$ cat src/rtl/hnf_pkg.sv
// Shared CHI request-channel types for the HN-F transmit path.
// Flit layout, link-state encoding and credit limits.
package hnf_pkg;

    localparam int CHI_MAX_LCRD = 15;

    localparam logic [5:0] REQ_OPC_LCRDRETURN = 6'h00;
    localparam logic [5:0] REQ_OPC_READNOSNP  = 6'h04;

    typedef enum logic [1:0] {
        STOP       = 2'd0,
        ACTIVATE   = 2'd1,
        RUN        = 2'd2,
        DEACTIVATE = 2'd3
    } txlink_state_e;

    typedef struct packed {
        logic [3:0]  qos;
        logic [6:0]  tgt_id;
        logic [6:0]  src_id;
        logic [7:0]  txn_id;
        logic [5:0]  opcode;
        logic [47:0] addr;
    } reqflit_t;

endpackage

$ cat src/rtl/hnf_rr_arb.sv
// Round-robin arbiter: grants the first requester at or after the
// pointer; the pointer moves past the winner when the grant is taken.
module hnf_rr_arb #(
    parameter int N = 2
) (
    input  logic         clock,
    input  logic         reset,
    input  logic [N-1:0] req_i,
    input  logic         adv_i,
    output logic [N-1:0] grant_o
);

    localparam int PW = (N > 1) ? $clog2(N) : 1;
    localparam logic [PW:0] NL = (PW+1)'(N);

    logic [PW-1:0] ptr_q, ptr_d, gidx;
    logic [PW:0]   sum;
    logic          hit;

    always_comb begin
        grant_o = '0;
        gidx    = '0;
        hit     = 1'b0;
        sum     = '0;
        for (int i = 0; i < N; i++) begin
            sum = {1'b0, ptr_q} + (PW+1)'(i);
            if (sum >= NL) sum = sum - NL;
            if (!hit && req_i[sum[PW-1:0]]) begin
                hit  = 1'b1;
                gidx = sum[PW-1:0];
            end
        end
        if (hit) grant_o[gidx] = 1'b1;
    end

    always_comb begin
        ptr_d = ptr_q;
        if (adv_i && hit)
            ptr_d = (gidx == PW'(N-1)) ? '0 : gidx + PW'(1);
    end

    always_ff @(posedge clock or negedge reset) begin
        if (!reset) ptr_q <= '0;
        else        ptr_q <= ptr_d;
    end

endmodule

$ cat src/rtl/hnf_txreq_link.sv
// HN-F to SN-F CHI TXREQ link transmitter.
// Arbitration, flit FIFO, L-credits, link handshake.
module hnf_txreq_link
  import hnf_pkg::*;
#(
  parameter int NUM_SRC  = 2,
  parameter int DEPTH    = 4,
  parameter int MAX_LCRD = CHI_MAX_LCRD
) (
  input  logic                          clock,
  input  logic                          reset,
  input  logic                          link_en,
  input  reqflit_t [NUM_SRC-1:0]        src_flit,
  input  logic [NUM_SRC-1:0]            src_valid,
  output logic [NUM_SRC-1:0]            src_ready,
  output logic                          TXLINKACTIVEREQ,
  input  logic                          TXLINKACTIVEACK,
  output logic                          TXREQFLITPEND,
  output logic                          TXREQFLITV,
  output reqflit_t                      TXREQFLIT,
  input  logic                          TXREQLCRDV,
  output txlink_state_e                 link_state,
  output logic [$clog2(MAX_LCRD+1)-1:0] crd_count,
  output logic [$clog2(DEPTH+1)-1:0]    fifo_count,
  output logic                          err_crd_ovf
);

  localparam int AW = $clog2(DEPTH);
  localparam int CW = $clog2(MAX_LCRD+1);
  localparam int FW = $clog2(DEPTH+1);
  localparam logic [CW-1:0] CMAX = CW'(MAX_LCRD);

  txlink_state_e      state_q;
  reqflit_t           mem_q [DEPTH];
  logic [AW:0]        wr_q, rd_q, used;
  logic [CW-1:0]      crd_q, crd_d;
  logic               flitv_q, err_q;
  reqflit_t           flit_q, push_flit;
  logic [NUM_SRC-1:0] grant;
  logic               empty, full, open;
  logic               push, send_data, send_ret, send;
  logic               crd_ovf, crd_inc;

  assign used  = wr_q - rd_q;
  assign empty = (used == '0);
  assign full  = (used == (AW+1)'(DEPTH));
  assign open  = (state_q == RUN) && !full;

  hnf_rr_arb #(.N(NUM_SRC)) u_arb (
    .clock   (clock),
    .reset   (reset),
    .req_i   (src_valid),
    .adv_i   (push),
    .grant_o (grant)
  );

  assign src_ready = open ? grant : '0;
  assign push      = |src_ready;

  always_comb begin
    push_flit = '0;
    for (int i = 0; i < NUM_SRC; i++)
      if (src_ready[i]) push_flit = src_flit[i];
  end

  assign send_data = (state_q == RUN) && !empty
                     && (crd_q != '0);
  assign send_ret  = (state_q == DEACTIVATE)
                     && (crd_q != '0);
  assign send      = send_data | send_ret;

  assign crd_ovf = TXREQLCRDV &&
                   ((state_q == STOP) || (crd_q == CMAX));
  assign crd_inc = TXREQLCRDV && !crd_ovf;

  always_comb begin
    crd_d = crd_q;
    if (crd_inc && !send)      crd_d = crd_q + CW'(1);
    else if (!crd_inc && send) crd_d = crd_q - CW'(1);
  end

  always_ff @(posedge clock) begin
    if (push) mem_q[wr_q[AW-1:0]] <= push_flit;
  end

  always_ff @(posedge clock or negedge reset) begin
    if (!reset) begin
      state_q <= STOP;
      wr_q    <= '0;
      rd_q    <= '0;
      crd_q   <= '0;
      flitv_q <= 1'b0;
      flit_q  <= '0;
      err_q   <= 1'b0;
    end else begin
      wr_q    <= wr_q + (AW+1)'(push);
      rd_q    <= rd_q + (AW+1)'(send_data);
      crd_q   <= crd_d;
      flitv_q <= send;
      flit_q  <= send_data ? mem_q[rd_q[AW-1:0]] : '0;
      if (crd_ovf) err_q <= 1'b1;
      unique case (state_q)
        STOP:
          if (link_en) state_q <= ACTIVATE;
        ACTIVATE:
          if (TXLINKACTIVEACK) state_q <= RUN;
        RUN:
          if (!link_en && empty && !push)
            state_q <= DEACTIVATE;
        DEACTIVATE:
          if (!TXLINKACTIVEACK && crd_q == '0 &&
              !TXREQLCRDV)
            state_q <= STOP;
        default: state_q <= STOP;
      endcase
    end
  end

  assign TXLINKACTIVEREQ = (state_q == ACTIVATE) ||
                           (state_q == RUN);
  assign TXREQFLITPEND   = (state_q != STOP);
  assign TXREQFLITV      = flitv_q;
  assign TXREQFLIT       = flit_q;
  assign link_state      = state_q;
  assign crd_count       = crd_q;
  assign fifo_count      = FW'(used);
  assign err_crd_ovf     = err_q;

endmodule

$ cat config.mk
export PLATFORM = sky130hd
export DESIGN_NAME = hnf_txreq_link
export DESIGN_NICKNAME = d
export VERILOG_FILES = /design/src/rtl/hnf_pkg.sv /design/src/rtl/hnf_rr_arb.sv /design/src/rtl/hnf_txreq_link.sv
export SDC_FILE = /design/constraint.sdc
export NUM_CORES = 1
export LEC_CHECK = 0
export CORE_MARGIN = 2
export CORE_UTILIZATION = 45
export CTS_BUF_LIST = sky130_fd_sc_hd__clkbuf_4 sky130_fd_sc_hd__clkbuf_8
export CTS_CLUSTER_SIZE = 28
export DETAILED_ROUTE_END_ITERATION = 7
export GPL_TIMING_DRIVEN = 0
export PLACE_DENSITY = 0.67
export SLEW_MARGIN = 20
export SYNTH_ARGS = -nofsm -noshare
export SYNTH_HDL_FRONTEND = slang
export SYNTH_SLANG_ARGS = --single-unit
$ cat constraint.sdc
create_clock -name clock -period 23.3 [get_ports clock]
set_input_delay 5.825 -clock clock [delete_from_list [all_inputs] [get_ports clock]]
set_output_delay 5.825 -clock clock [all_outputs]
set_load 0.01 [all_outputs]
==> reports/qor.yml <==
grt_use_total: 0.200
timing.rr.start: "wr_q[0]$_DFF_PN0_"
grt_pass1_vias: 9760
crit_path_max_fanout: 10
critPathLaunchType: "input pin"
criticalPathCategory: "in -> out"
htree_levels: 3
drtIter0Drc: 566
synth.most_common_cell: "edfxtp_1"
die_y_um: 193
root_buffer: "clkbuf_8"
critical_path.endpoint: "src_ready[1]"
ys_async_sr_fraction: 0.229
die_w_um: 193
overflow: 0
end_kind: "output pin"
grt_max_degree: 55
netlist_top_cells_count: "edfxtp_1 (320), dfrtp_1 (95), nor2_1 (86)"
syn_area_um2: 16100
ant_nets: 0
ys_seq_area_frac: 0.745
dr.pass1.iters: 5
reg2reg_to: "mem_q[2][31]$_DFFE_PP_"
grt_pass1_wl_mm: 55.0
outcome: "finished, final reports clean"
required_ns: 17.48
core_area_um2: 35400
placed_area_um2: 19700
timing.slew.headroom: 0.446
postCtsSetupBuffers: 0
ctsResizeCount: 0
synthCells: 871
viasPerCell: 5.24
synthesis.nets: 1053
synth_top_area_frac: 0.598
setup_viol: 0
antenna_found_initial: 0
clock_latency_ns: 0.57
hold_depth: 1
synth_top_cell_by_area: "edfxtp_1"
gp_congestion: 0.735
postLayoutCellArea_um2: 21100
clk_path_buf_depth: 3
io_buffers: 261
cts_hold_buf: 0
vias: 9238
rows: 69
critPathArrivalTime_ns: 8.22
wirelength_mm: 36.7
netlist_top_cells_area: "edfxtp_1 (60%), dfrtp_1 (15%), mux4_2 (11%), a22oi_1 (3.7%), and3_1 (3.1%)"
drv_cap: 0
cts.sinks: 415
synth_seq_cells: 415
hold_viol_final: 0
fillers: 2745
dpl.hpwl_mm: 25.0
hp-class: "reg -> reg"
io_pins: 262
r2r_cells: 11
rsz0062_at_grt: "no"
min_period_ns: 14.05
fin_skew_ns: 0.0232
critPathLaunch: "src_valid[1]"
synthesis.yosys.warnings: 0
start_util: 0.454
cts_tree: "built"
fin_tns_setup_ns: 0
leakage_nw: 7.97
yosysUniqueCellTypes: 39
rrSetupSlack_ns: 19.61
nets: 1430
drive_gt1_frac: 0.214
drc: 0
path_clk_slew_ns: 0.05
power_density_nw_per_um2: 127
avgSynthCellArea_um2: 18.5
antennaDiodeCount: 0
power_w: 0.00267
max_freq_ghz: 0.0712
tightest_slew_ns: 0.831
period_share: 0.603
syn2layout_area_growth_pct: 31.2
routedWlPerCell_um: 20.8
irDropWorstVdd_mv: 0.0706
synth_edf_count: 320
die_area_um2: 37300
cts_buffers: 68
synth_ff_type: "edfxtp_1"
drv_slew: 0
where the power goes:
| group | internal [W] | switching (W) | total [W] | leakage [nW] |
|---|---|---|---|---|
| logic | 0.000469 | 0.000492 | 0.000961 | 2.99 |
| clock network | 0.000356 | 0.000277 | 0.000633 | 0.758 |
| registers | 0.00102 | 0.0000556 | 0.00108 | 4.23 |
| total | 0.00185 | 0.000825 | 0.00267 | 7.97 |
placed cells by master, fill, tap and decap left out, types with 2 or more instances in the layout:
cell / n
clkinv_1: 6
clkdlybuf4s50_1: 260
a22oi_1: 80
clkbuf_4: 21
mux4_2: 80
buf_2: 15
inv_1: 15
clkbuf_8: 83
clkinv_2: 14
buf_6: 18
clkbuf_1: 37
buf_4: 36
xor2_1: 2
dfrtp_1: 95
fa_1: 2
nor3_2: 5
xnor2_1: 3
and3_1: 80
ha_1: 13
nor2_1: 86
nand2_1: 3
edfxtp_1: 320
o21ai_0: 2
cell families (layout without fill, tap and decap cells):
family          Yosys count  in the layout  share of synthesized area
xor+xnor                  6              6                    0.00420
simple gates            180            180                     0.0561
mux                      83             83                      0.114
buf+inv                  77            508                     0.0233
fa+ha+maj                15             15                     0.0126
flops                   415            415                      0.745
compound gates           95             95                     0.0442
per-stage QoR:
step | utilization | hold WS (ns) | worst slack (ns) | cells
2_1_floorplan | - | 0.443 | 10.70 | 871
3_3_place_gp | 0.544 | 0.472 | 5.95 | 1593
3_5_place_dp | 0.557 | 0.464 | 9.28 | 1639
4_1_cts | 0.596 | 0.480 | 9.25 | 1763
5_1_grt | 0.596 | 0.525 | 9.17 | 1763
6_report | 0.596 | 0.481 | 9.25 | 1763
sequential cells by signal, summed over array words and instances, names as in the netlist, 2 cells and up:
signal      count
mem_q         320
rd_q            3
wr_q            3
link_state      2
TXREQFLIT      80
crd_count       4
cell type report:
class	instances	area [um^2]	area share
Tap cell	461	577	0.0273
Multi-Input combinational cell	379	3750	0.178
Buffer	62	320	0.0152
Clock inverter	20	92.6	0.00439
Timing Repair Buffer	307	3020	0.143
Inverter	15	56.3	0.00267
Clock buffer	104	1300	0.0616
Sequential cell	415	12000	0.568
layer usage:
layer | track usage | wire, um | vias up
met5 | 0 | 0 | -
met2 | 0.337 | 18500 | 281
met3 | 0.0395 | 2210 | 55
met4 | 0.0737 | 748 | 0
li1 | - | - | 4220
met1 | 0.259 | 15200 | 4682
worst max-delay path, cell delays in order:
cell and delay [ns]:
clkdlybuf4s50_1 0.60, o21a_1 0.16, clkbuf_2 0.50, clkbuf_1 0.38, nor2b_1 0.19, clkdlybuf4s50_1 0.55
worst min path at each step:
stage                                    to                    start  slack, ns
global placement          wr_q[2]$_DFF_PN0_        wr_q[2]$_DFF_PN0_       0.47
global route        err_crd_ovf$_DFFE_PN0P_  err_crd_ovf$_DFFE_PN0P_       0.52
CTS                 err_crd_ovf$_DFFE_PN0P_  err_crd_ovf$_DFFE_PN0P_       0.48
floorplan                 wr_q[2]$_DFF_PN0_        wr_q[2]$_DFF_PN0_       0.44
detailed placement  err_crd_ovf$_DFFE_PN0P_  err_crd_ovf$_DFFE_PN0P_       0.46
finish              err_crd_ovf$_DFFE_PN0P_  err_crd_ovf$_DFFE_PN0P_       0.48
No activity file was read; power rests on OpenSTA's default activity.
